--- config.mk ---
export PLATFORM = sky130hd
export DESIGN_NAME = unified_mem_arbiter
export DESIGN_NICKNAME = d
export VERILOG_FILES = /design/src/rtl/mem_arb_pkg.sv /design/src/rtl/starve_counter.sv /design/src/rtl/unified_mem_arbiter.sv
export SDC_FILE = /design/constraint.sdc
export NUM_CORES = 1
export LEC_CHECK = 0
export ABC_AREA = 1
export BUFFER_PORTS_ARGS = -buffer_cell sky130_fd_sc_hd__buf_2
export CAP_MARGIN = 25
export CORE_AREA = 2 2 75 77
export DETAILED_ROUTE_END_ITERATION = 10
export DIE_AREA = 0 0 77 79
export PLACE_DENSITY = 0.66
export REMOVE_ABC_BUFFERS = 1
export SLEW_MARGIN = 0
export SYNTH_ARGS = -nofsm -noshare
export SYNTH_HDL_FRONTEND = slang
export SYNTH_HIERARCHICAL = 1
export SYNTH_SLANG_ARGS = --single-unit
--- constraint.sdc ---
create_clock -name clk -period 1.5 [get_ports clk]
set_clock_uncertainty 0.15 [all_clocks]
set_input_delay 0.45 -clock clk [delete_from_list [all_inputs] [get_ports clk]]
set_output_delay 0.45 -clock clk [all_outputs]
set_load 0.02 [all_outputs]
--- src/rtl/mem_arb_pkg.sv ---
// Shared types and default sizes for the unified instruction/data memory arbiter.
package mem_arb_pkg;

  localparam int AW_DEF       = 6;
  localparam int DW_DEF       = 32;
  localparam int MAX_WAIT_DEF = 3;

  // Which port owns the read/ack returning from memory this cycle.
  typedef enum logic [1:0] {
    OWN_NONE = 2'd0,
    OWN_IF   = 2'd1,
    OWN_D_RD = 2'd2,
    OWN_D_WR = 2'd3
  } own_e;

endpackage

--- src/rtl/starve_counter.sv ---
// Saturating count of consecutive fetch denials; sat flags that the fetch must win next.
module starve_counter #(
  parameter  int MAX_WAIT = 3,
  localparam int CW       = $clog2(MAX_WAIT + 1)
) (
  input  logic          clk,
  input  logic          rst,
  input  logic          inc,
  input  logic          clr,
  output logic [CW-1:0] cnt,
  output logic          sat
);

  logic [CW-1:0] cnt_q;
  logic [CW-1:0] cnt_d;

  assign sat = (cnt_q == CW'(MAX_WAIT));
  assign cnt = cnt_q;

  // Clear has priority over increment; increment stops at MAX_WAIT.
  always_comb begin
    cnt_d = cnt_q;
    if (clr) begin
      cnt_d = '0;
    end else if (inc && !sat) begin
      cnt_d = cnt_q + CW'(1);
    end
  end

  always_ff @(posedge clk) begin
    if (!rst) begin
      cnt_q <= '0;
    end else begin
      cnt_q <= cnt_d;
    end
  end

endmodule

--- src/rtl/unified_mem_arbiter.sv ---
// Arbitrates one synchronous-read memory between instruction fetch and load/store.
// Data wins by default; a fetch starved MAX_WAIT cycles in a row is forced through.
module unified_mem_arbiter
  import mem_arb_pkg::*;
#(
  parameter  int AW       = AW_DEF,
  parameter  int DW       = DW_DEF,
  parameter  int MAX_WAIT = MAX_WAIT_DEF,
  localparam int CW       = $clog2(MAX_WAIT + 1)
) (
  input  logic          clk,
  input  logic          rst,
  input  logic          if_req,
  input  logic [AW-1:0] if_addr,
  output logic          if_stall,
  output logic          if_valid,
  output logic [DW-1:0] if_rdata,
  input  logic          d_req,
  input  logic          d_we,
  input  logic [AW-1:0] d_addr,
  input  logic [DW-1:0] d_wdata,
  output logic          d_stall,
  output logic          d_valid,
  output logic [DW-1:0] d_rdata,
  output logic          mem_en,
  output logic          mem_we,
  output logic [AW-1:0] mem_addr,
  output logic [DW-1:0] mem_wdata,
  input  logic [DW-1:0] mem_rdata,
  output own_e          dbg_own_o,
  output logic [CW-1:0] dbg_starve_o
);

  // Handshake: a request is accepted in the cycle its stall is low; the requester
  // holds req/addr/wdata/we while stalled, and the response arrives one cycle later
  // as a single-cycle valid. Nothing is latched here.
  logic force_if;
  logic grant_d;
  logic grant_if;
  logic starve_sat;
  logic starve_inc;
  logic starve_clr;
  own_e own_q;
  own_e own_d;

  assign force_if = if_req && starve_sat;
  assign grant_d  = rst && d_req && !force_if;
  assign grant_if = rst && if_req && !grant_d;

  assign if_stall = if_req && !grant_if;
  assign d_stall  = d_req && !grant_d;

  assign starve_inc = if_req && !grant_if;
  assign starve_clr = grant_if || !if_req;

  starve_counter #(
    .MAX_WAIT (MAX_WAIT)
  ) u_starve (
    .clk (clk),
    .rst (rst),
    .inc (starve_inc),
    .clr (starve_clr),
    .cnt (dbg_starve_o),
    .sat (starve_sat)
  );

  always_comb begin
    mem_en    = grant_d || grant_if;
    mem_we    = grant_d && d_we;
    mem_addr  = '0;
    mem_wdata = '0;
    if (grant_d) begin
      mem_addr  = d_addr;
      mem_wdata = d_wdata;
    end else if (grant_if) begin
      mem_addr  = if_addr;
    end
  end

  always_comb begin
    own_d = OWN_NONE;
    if (grant_if) begin
      own_d = OWN_IF;
    end else if (grant_d) begin
      own_d = d_we ? OWN_D_WR : OWN_D_RD;
    end
  end

  always_ff @(posedge clk) begin
    if (!rst) begin
      own_q <= OWN_NONE;
    end else begin
      own_q <= own_d;
    end
  end

  // Responses are gated by rst so a grant just before reset never surfaces.
  assign if_valid  = rst && (own_q == OWN_IF);
  assign d_valid   = rst && ((own_q == OWN_D_RD) || (own_q == OWN_D_WR));
  assign if_rdata  = if_valid ? mem_rdata : '0;
  assign d_rdata   = (rst && (own_q == OWN_D_RD)) ? mem_rdata : '0;
  assign dbg_own_o = own_q;

endmodule

* After elaboration in Yosys (flattened, before gate mapping)
Index checks and enable logic that the tools add are counted.
Word-level totals: flip-flop bits (word level) 4, input port bits 81, output and inout port bits 112, logic and storage cells 40
Cells by class: add/subtract/negate cells 1, equal/unequal tests 4, mux-type cells 8, bitwise logic cells 2, reduce and logical (&&, ||, !) cells 22
Operator list (number):
- $mux W32 | 3
- $logic_and A1 B1 Y1 | 12
- $mux W6 | 2
- $eq A2 B2 Y1 const B | 3
- $logic_not A1 Y1 | 5
- $logic_or A1 B1 Y1 | 3
- $mux W1 | 3
- $reduce_or A3 Y1 | 1
- $add A2 B1 Y2 const B | 1
- $eq A2 B1 Y1 const B | 1
- $not A1 Y1 | 2
- $reduce_or A2 Y1 | 1

* Logic depth before layout (Yosys ltp)
Gate-level depths: netlist of run 1.
depth in word-level cells 9, mapped depth 10, mapped depth without buffers 10

* Modules after synthesis
Netlist of run 1, hierarchy kept.
Modules (own cells, without submodules):
- unified_mem_arbiter | instances 1, cells an instance 214, area each 920.9 µm²
- starve_counter | instances 1, cells an instance 17, area each 110.1 µm²

* Worst setup path after synthesis of run 1
OpenSTA, ideal clock, no wires.
path type register to output, from register u_starve.cnt_q[0], in the netlist u_starve/cnt[0], to output mem_addr[0], arrival time 1.317 ns, required time 0.900 ns, slack -0.417 ns, stages on the path, launching flop included 7, cell sequence dfxtp_1 ha_1 nand2_1 nand2_1 buf_2 nand3_1 nand2_1
On the way: word-level cells in the longest chain between the ends 8
Ends and longest elaborated chain:
- from (decl) | RTL line starve_counter.sv:14 | logic [CW-1:0] cnt_q;
- from (signal assigned) | RTL line starve_counter.sv:34 | cnt_q <= cnt_d;
- $eq A2 B2 Y1 * | RTL line starve_counter.sv:17 | assign sat = (cnt_q == CW'(MAX_WAIT));
- net starve_sat | RTL line unified_mem_arbiter.sv:40 | logic starve_sat;
- $logic_and A1 B1 Y1 * | RTL line unified_mem_arbiter.sv:46 | assign force_if = if_req && starve_sat;
- $logic_not A1 Y1 * | RTL line unified_mem_arbiter.sv:47 | assign grant_d = rst && d_req && !force_if;
- $logic_and A1 B1 Y1 * | RTL line unified_mem_arbiter.sv:47
- $logic_not A1 Y1 | RTL line unified_mem_arbiter.sv:48 | assign grant_if = rst && if_req && !grant_d;
- $logic_and A1 B1 Y1 | RTL line unified_mem_arbiter.sv:48
- $mux W6 | RTL line unified_mem_arbiter.sv:75 | end else if (grant_if) begin
- $mux W6 * | RTL line unified_mem_arbiter.sv:72 | if (grant_d) begin
- to (decl) | RTL line unified_mem_arbiter.sv:27 | output logic [AW-1:0] mem_addr,
The timed path passes the listed nets; every way through them passes the cells marked *.

* Worst setup path in the final report of run 1
from register u_starve.cnt_q[1], in the netlist u_starve/cnt[1], to output mem_addr[4]
The elaborated chain is that of the path after synthesis.

==> impl_results.md, run 1 <==
- Total placed instance area: around 2200 um2
- Mean routed wirelength per cell: 16.8 um
- Number of max-slew violations in the final report: 0
- Max-cap check violation count: 0
- HPWL after DPL: 4360 um
- Synthesized instance count: 231
- Final antenna-violating net count: 0
- Kind of critical path: flip-flop to output port
- Setup ws final: -0.496 ns
- Clock Latency Late Sink: about 0.22 ns
- Die Area: 6080 um2
- Total Nets Final: 533
- Start of the worst register-to-register path: u_starve/cnt[1]
- Detailed Routing Iterations Pass 1: 4
- Number of top-level design ports: roughly 190
- Number of antenna violations at the first check in global routing: 4
- Net switching fraction of the power: between 40% and 50%
- HP Start: d_we
- Buffers added on ports: 192
- Fraction of synthesized cell area taken by the top area cell type: 34.2%
- Clock Tree Buf Depth: 2
- Final core utilization: 75.8%
- Max frequency: 501 MHz
- Final count of hold timing violations: 0
- Sinks on Clock Net: 4
- DRC errors left: 0
- Hold path depth: 3
- Arrival time of data at the critical path endpoint: 1.40 ns
- Element type at the critical path start: flip-flop
- Result of the run: finished with violations
- Measured slew at the worst slew-check pin: 0.238 ns
- Vertical die dimension: 79 um
- Design area: 4050 um2
- Sequential element share of the synthesized area: 7.77%
- Number of global-route vias before repair: 2212
- DR vias/cell: 4.39
- Path category of the worst min-delay check: input port to flip-flop
- Cell count of the worst reg-to-reg path: 12
- Largest net degree at the start of global routing: 21
- Failing checks: negative setup slack
- Comb pwr share: about 75%
- Final WL: 8810 um
- Post-synthesis instance area: 1030 um2
- Clk slew on worst S/H paths: 0.03 ns
- Terminus of the critical flop-to-flop path: u_starve/cnt[0]
- Routability cong.: roughly 0.85
- Sequential cell fraction of total power: 8.5%
- Wire length of the first global-routing pass: between 10000 and 15000 um
- GRT overflow: 0
- Biggest area contributors in the synthesized netlist: sky130_fd_sc_hd__nor2_1 34%, sky130_fd_sc_hd__inv_1 28%, sky130_fd_sc_hd__nand2_1 8.4%
- Register bit total from synthesis: 4
- Mean cell area of the mapped netlist: 4.46 um2
- Hold-fix buffer count after cts: 0
- Area Overhead vs Synth: 292%
- Chip Width: roughly 77 um
- Vias: 2294
- Number of H-tree branching levels: 1
- Post-synthesis cell type with the largest combined area: sky130_fd_sc_hd__nor2_1
- Critical Path Fanout Max: 3
- Proportion of power drawn by the clock network: 16.5%
- Global-route usage over all layers: 22.4%
- Layout cell share with drive strength beyond 1: 80.4%
- Endpoint class of the critical path: output port
- FF-to-FF setup slack: -0.12 ns
- Final-report setup violation count: 110
- P per Cell Area: 346 nW/um2
- Cell internal pwr: 0.768 mW
- Largest vdd supply drop: 0.287 mV
- Relative slew margins: 84.1%
- Starting DRT DRC Count: 50
- Number of buffers inserted during clock tree synthesis: 3
- Setup repair after global routing missed its margin: true
- Clock tree root buffer cell: sky130_fd_sc_hd__clkbuf_8
- Most common cell after layout, fill and taps aside: sky130_fd_sc_hd__buf_6
- Clock period minus final worst setup slack: 2.00 ns
- Initial core utilization: 19.3%
- Power consumption: 1.40 mW
- Total Negative Setup Slacks: -45.52 ns
- Synth Warn #: 6
- Data required time at the worst endpoint: 0.90 ns
- Number of distinct library cells after synthesis: 13
- WHS Endpoint: dbg_own_o[0]
- Sw Pwr: approximately 0.63 mW
- CTS tree: built
- Total core area: 5340 um2
- Most used cells in the layout excluding fill and tap cells: 108 x sky130_fd_sc_hd__buf_6, 85 x sky130_fd_sc_hd__nor2_4, 83 x sky130_fd_sc_hd__buf_2
- Leakage power total: 2.11 nW
- Post-route clock period utilization: 133%
- Row count: 27
[state kept, by name (all words and copies together), names as in the netlist]
| signal | count |
|---|---|
| dbg_own_o | 2 |
| u_starve/cnt | 2 |
[cell families after synthesis]
logic type	share of synthesized area, %
compound gates	1.33
fa+ha+maj	1.21
buf+inv	35.4
flops	7.77
simple gates	54.2
[cell type report]
class	count	area, um2
repair buffers	226	2180
flip-flops and latches	4	83.8
well taps	72	90.1
diodes	2	5.00
fillers	317	1290
multi-input cells	140	1350
inverters	76	295
clock buffers	3	41.3
[cells in the mapped netlist]
master,count
sky130_fd_sc_hd__dfxtp_1,4
sky130_fd_sc_hd__o21ai_1,1
sky130_fd_sc_hd__a21oi_2,1
sky130_fd_sc_hd__or2_1,1
sky130_fd_sc_hd__inv_1,76
sky130_fd_sc_hd__nor2_2,10
sky130_fd_sc_hd__nand2_1,23
sky130_fd_sc_hd__buf_6,4
sky130_fd_sc_hd__ha_1,1
sky130_fd_sc_hd__nor2_1,94
sky130_fd_sc_hd__buf_2,7
sky130_fd_sc_hd__nor2_4,1
sky130_fd_sc_hd__nand3_1,8
[per-stage QoR]
stage                     hold slack, ns  instances  worst slack [ns]
final                              0.402        523            -0.496
after detailed placement           0.453        502            -0.436
after global routing               0.421        521            -0.547
after floorplan                    0.422        220            -0.923
after CTS                          0.359        519            -0.487
after global placement             0.421        502            -0.412
[power by group through the flow]
stage | Combinational, mW | Clock [mW] | Sequential [mW]
global route | 1.10 | 0.238 | 0.119
CTS | 0.861 | 0.229 | 0.118
finish | 1.05 | 0.231 | 0.119
global placement | 0.560 | 0 | 0.117
floorplan | 0.276 | 0 | 0.126
detailed placement | 0.565 | 0 | 0.117
[layer usage]
layer | track usage [%] | vias up | share of wire (%)
met5 | 0 | - | 0.31
met4 | 5.89 | 4 | 3.0
met3 | 7.05 | 29 | 9.5
met2 | 44.5 | 145 | 54
met1 | 22.5 | 1048 | 33
li1 | - | 1068 | -
[how the worst max path moves through the flow]
stage / from / endpoint / depth (start not counted)
floorplan: u_starve/cnt[0] / if_stall / 6
global placement: rst / mem_addr[5] / 8
detailed placement: rst / mem_addr[2] / 8
CTS: u_starve/cnt[1] / mem_wdata[17] / 6
global route: u_starve/cnt[1] / mem_addr[4] / 7
finish: u_starve/cnt[1] / mem_addr[4] / 7
[critical path, cell delays in order, from the launching register on]
cell and delay (ns):
sky130_fd_sc_hd__dfxtp_2 0.33, sky130_fd_sc_hd__ha_4 0.18, sky130_fd_sc_hd__buf_6 0.12, sky130_fd_sc_hd__a21oi_4 0.15
sky130_fd_sc_hd__buf_4 0.14, sky130_fd_sc_hd__nand2_1 0.06, sky130_fd_sc_hd__nand2_2 0.08, sky130_fd_sc_hd__buf_6 0.11
[repair_timing]
item / 4_1_cts / 5_1_grt
setup buffers: 5 / 8
cloned: 9 / 3
setup endpoints to repair: 110 / 110
pin swaps: 3 / 22
gates resized for setup: 272 / 178
(Power assumes the default switching activity.)
==> inputs of run 2 (changes only) <==
- ABC_AREA: 1 -> not set
==> impl_results.md, run 2 <==
- Max frequency: 492 MHz
- Number of distinct library cells after synthesis: 19
- GRT overflow: 0
- Number of buffers inserted during clock tree synthesis: 3
- P per Cell Area: ~350 nW/um2
- Synth async-reset ratio: 0%
- Routability cong.: 0.813
- Arrival time of data at the critical path endpoint: 1.43 ns
- Most common cell after layout, fill and taps aside: sky130_fd_sc_hd__buf_6
- Synth Warn #: 6
- Clock Latency Late Sink: 0.22 ns
- Count of antenna diodes in the layout: 0
- Detailed Routing Iterations Pass 1: 4
- Mean routed wirelength per cell: 16.8 um
- Net switching fraction of the power: 43.4%
- Power consumption: around 1.4 mW
- Die Area: about 6000 um2
- Total Nets Final: 485
- Wire length of the first global-routing pass: between 10000 and 15000 um
- Leakage power total: roughly 1.8 nW
- Final-report setup violation count: approximately 110
- Largest vdd supply drop: 0.257 mV
- Proportion of power drawn by the clock network: between 15 and 20%
- Critical Path Fanout Max: 17
- Kind of critical path: flip-flop to output port
- Initial core utilization: 19.3%
- Main synth FF type: sky130_fd_sc_hd__dfxtp_1
- HPWL after DPL: 4450 um
- DRC errors left: 0
- Most common cell in the synthesized netlist: sky130_fd_sc_hd__nor2_1
- Total Negative Setup Slacks: -37.62 ns
- Result of the run: finished with violations
- Max-cap check violation count: 0
- Total placed instance area: between 2000 and 2500 um2
- Setup ws final: -0.533 ns
- Most used cells in the layout excluding fill and tap cells: 117 x sky130_fd_sc_hd__buf_6, 80 x sky130_fd_sc_hd__buf_2, 67 x sky130_fd_sc_hd__nor2_4
- Measured slew at the worst slew-check pin: 0.248 ns
- Number of top-level design ports: 193
- Starting DRT DRC Count: 37
- Largest net degree at the start of global routing: 18
- Post-placement cell count: approximately 460
- Post-synthesis cell type with the largest combined area: sky130_fd_sc_hd__nor2_1
- Dpl ws: -0.452 ns
- Synthesized instance count: approximately 190
- Reg area: just under 90 um2
- Clock Tree Buf Depth: 2
- Final WL: 7940 um
- Failing checks: negative setup slack
- Number of H-tree branching levels: 1
- Element type at the critical path start: flip-flop
- Post-synthesis instance area: 1030 um2
- Worst hold slack after final layout: roughly 0.34 ns
- Vertical die dimension: 79 um
- Number of synthesized flops with an enable pin: 0
- Routed length on met1: roughly 2800 um
- Post-route clock period utilization: 136%
- Biggest area contributors in the synthesized netlist: sky130_fd_sc_hd__nor2_1 25%, sky130_fd_sc_hd__and2_4 19%, sky130_fd_sc_hd__nand2_1 18%
- Detail Route met2 WL: 4410 um
- Sequential element share of the synthesized area: 7.79%
- Cell internal pwr: between 0.7 and 0.8 mW
- Path category of the worst min-delay check: input port to flip-flop
- Top Layer Used: met4
- Area of combinational cells with multiple inputs: 1580 um2
- Row count: 27
- Relative slew margins: 83.4%
- Sw Pwr: 0.599 mW
- Setup repair after global routing missed its margin: true
- Final count of hold timing violations: 0
- Layout cell share with drive strength beyond 1: around nine tenths
- Design area: 3940 um2
- Hold-fix buffer count after cts: 0
- Number of antenna violations at the first check in global routing: 0
- Area Overhead vs Synth: 283%
- Total core area: 5340 um2
- Number of max-slew violations in the final report: 0
- Chip Width: 77 um
- Endpoint class of the critical path: output port
- Fraction of synthesized cell area taken by the top area cell type: 25.2%
- CTS tree: built
- Mean cell area of the mapped netlist: around 5.4 um2
- Post-layout instance count excluding filler cells: roughly 470
- Number of global-route vias before repair: about 2300
- Register bit total from synthesis: 4
- Clk slew on worst S/H paths: 0.03 ns
- Buffers added on ports: ~190
- DR vias/cell: approximately 4.6
- Final core utilization: 73.9%
- Data required time at the worst endpoint: roughly 0.90 ns
- Clock tree root buffer cell: sky130_fd_sc_hd__clkbuf_8
- Global-route usage over all layers: 23.1%
- Most common library cells after synthesis: 69 x sky130_fd_sc_hd__nor2_1, 50 x sky130_fd_sc_hd__nand2_1, 22 x sky130_fd_sc_hd__and2_4
- Vias: 2170
- Final antenna-violating net count: 0
- Sequential cell fraction of total power: 8.4%
- Routed length on met3: 610 um
- Comb pwr share: between 70% and 80%
- Fill count: 358
- Clock period minus final worst setup slack: 2.03 ns
- Sinks on Clock Net: 4
[run 2: what timing repair did]
item                       CTS  global route
setup endpoints to repair  110           112
setup buffers                7             3
hold endpoints to repair     0             0
cloned                       9             0
resized for setup          390            60
pin swaps                   39            13
[run 2: critical path: stages (launching register included)]
cell and delay (ns):
sky130_fd_sc_hd__dfxtp_2 0.33, sky130_fd_sc_hd__ha_4 0.18, sky130_fd_sc_hd__nand2_4 0.06, sky130_fd_sc_hd__and3_4 0.22, sky130_fd_sc_hd__buf_12 0.15, sky130_fd_sc_hd__and2_1 0.15, sky130_fd_sc_hd__buf_6 0.12
[run 2: kinds of logic after synthesis]
logic type	after synthesis	share of synthesized area (%)
buffers and inverters	17	9.85
AOI/OAI and AO/OA	8	4.87
and+or+nand+nor	160	74.5
DFF	4	7.79
adders and majority gates	1	1.22
muxes	1	0.973
xor gates and xnor gates	1	0.852
[run 2: metal layers]
layer	vias to the layer above	global-route usage, %
met2	140	47.9
li1	1003	-
met3	10	3.41
met4	0	5.36
met5	-	0
met1	1017	24.1
[run 2: power by group through the flow]
stage	sequential (mW)	clock (mW)	combinational [mW]
2_1_floorplan	0.122	0	0.277
3_3_place_gp	0.115	0	0.567
3_5_place_dp	0.116	0	0.572
4_1_cts	0.117	0.229	0.985
5_1_grt	0.117	0.240	1.08
6_report	0.117	0.228	1.04
[run 2: layout make-up]
cell class | instances | share of cell area (%)
Multi-Input combinational cell | 171 | 40.2
Tap cell | 72 | 2.28
Inverter | 1 | 0.159
Timing Repair Buffer | 222 | 54.1
Sequential cell | 4 | 2.22
Clock buffer | 3 | 1.05
[run 2: path summary, 6_finish.rpt]
kind	slack (ns)	startpoint	end	cells after the start
setup / recovery	-0.53	u_starve/cnt[1]	mem_wdata[8]	6
hold / removal	0.34	d_we	dbg_own_o[0]	3
setup reg to reg	-0.09	u_starve/cnt[1]	u_starve/cnt[1]	7
hold reg to reg	0.54	u_starve/cnt[0]	u_starve/cnt[1]	3
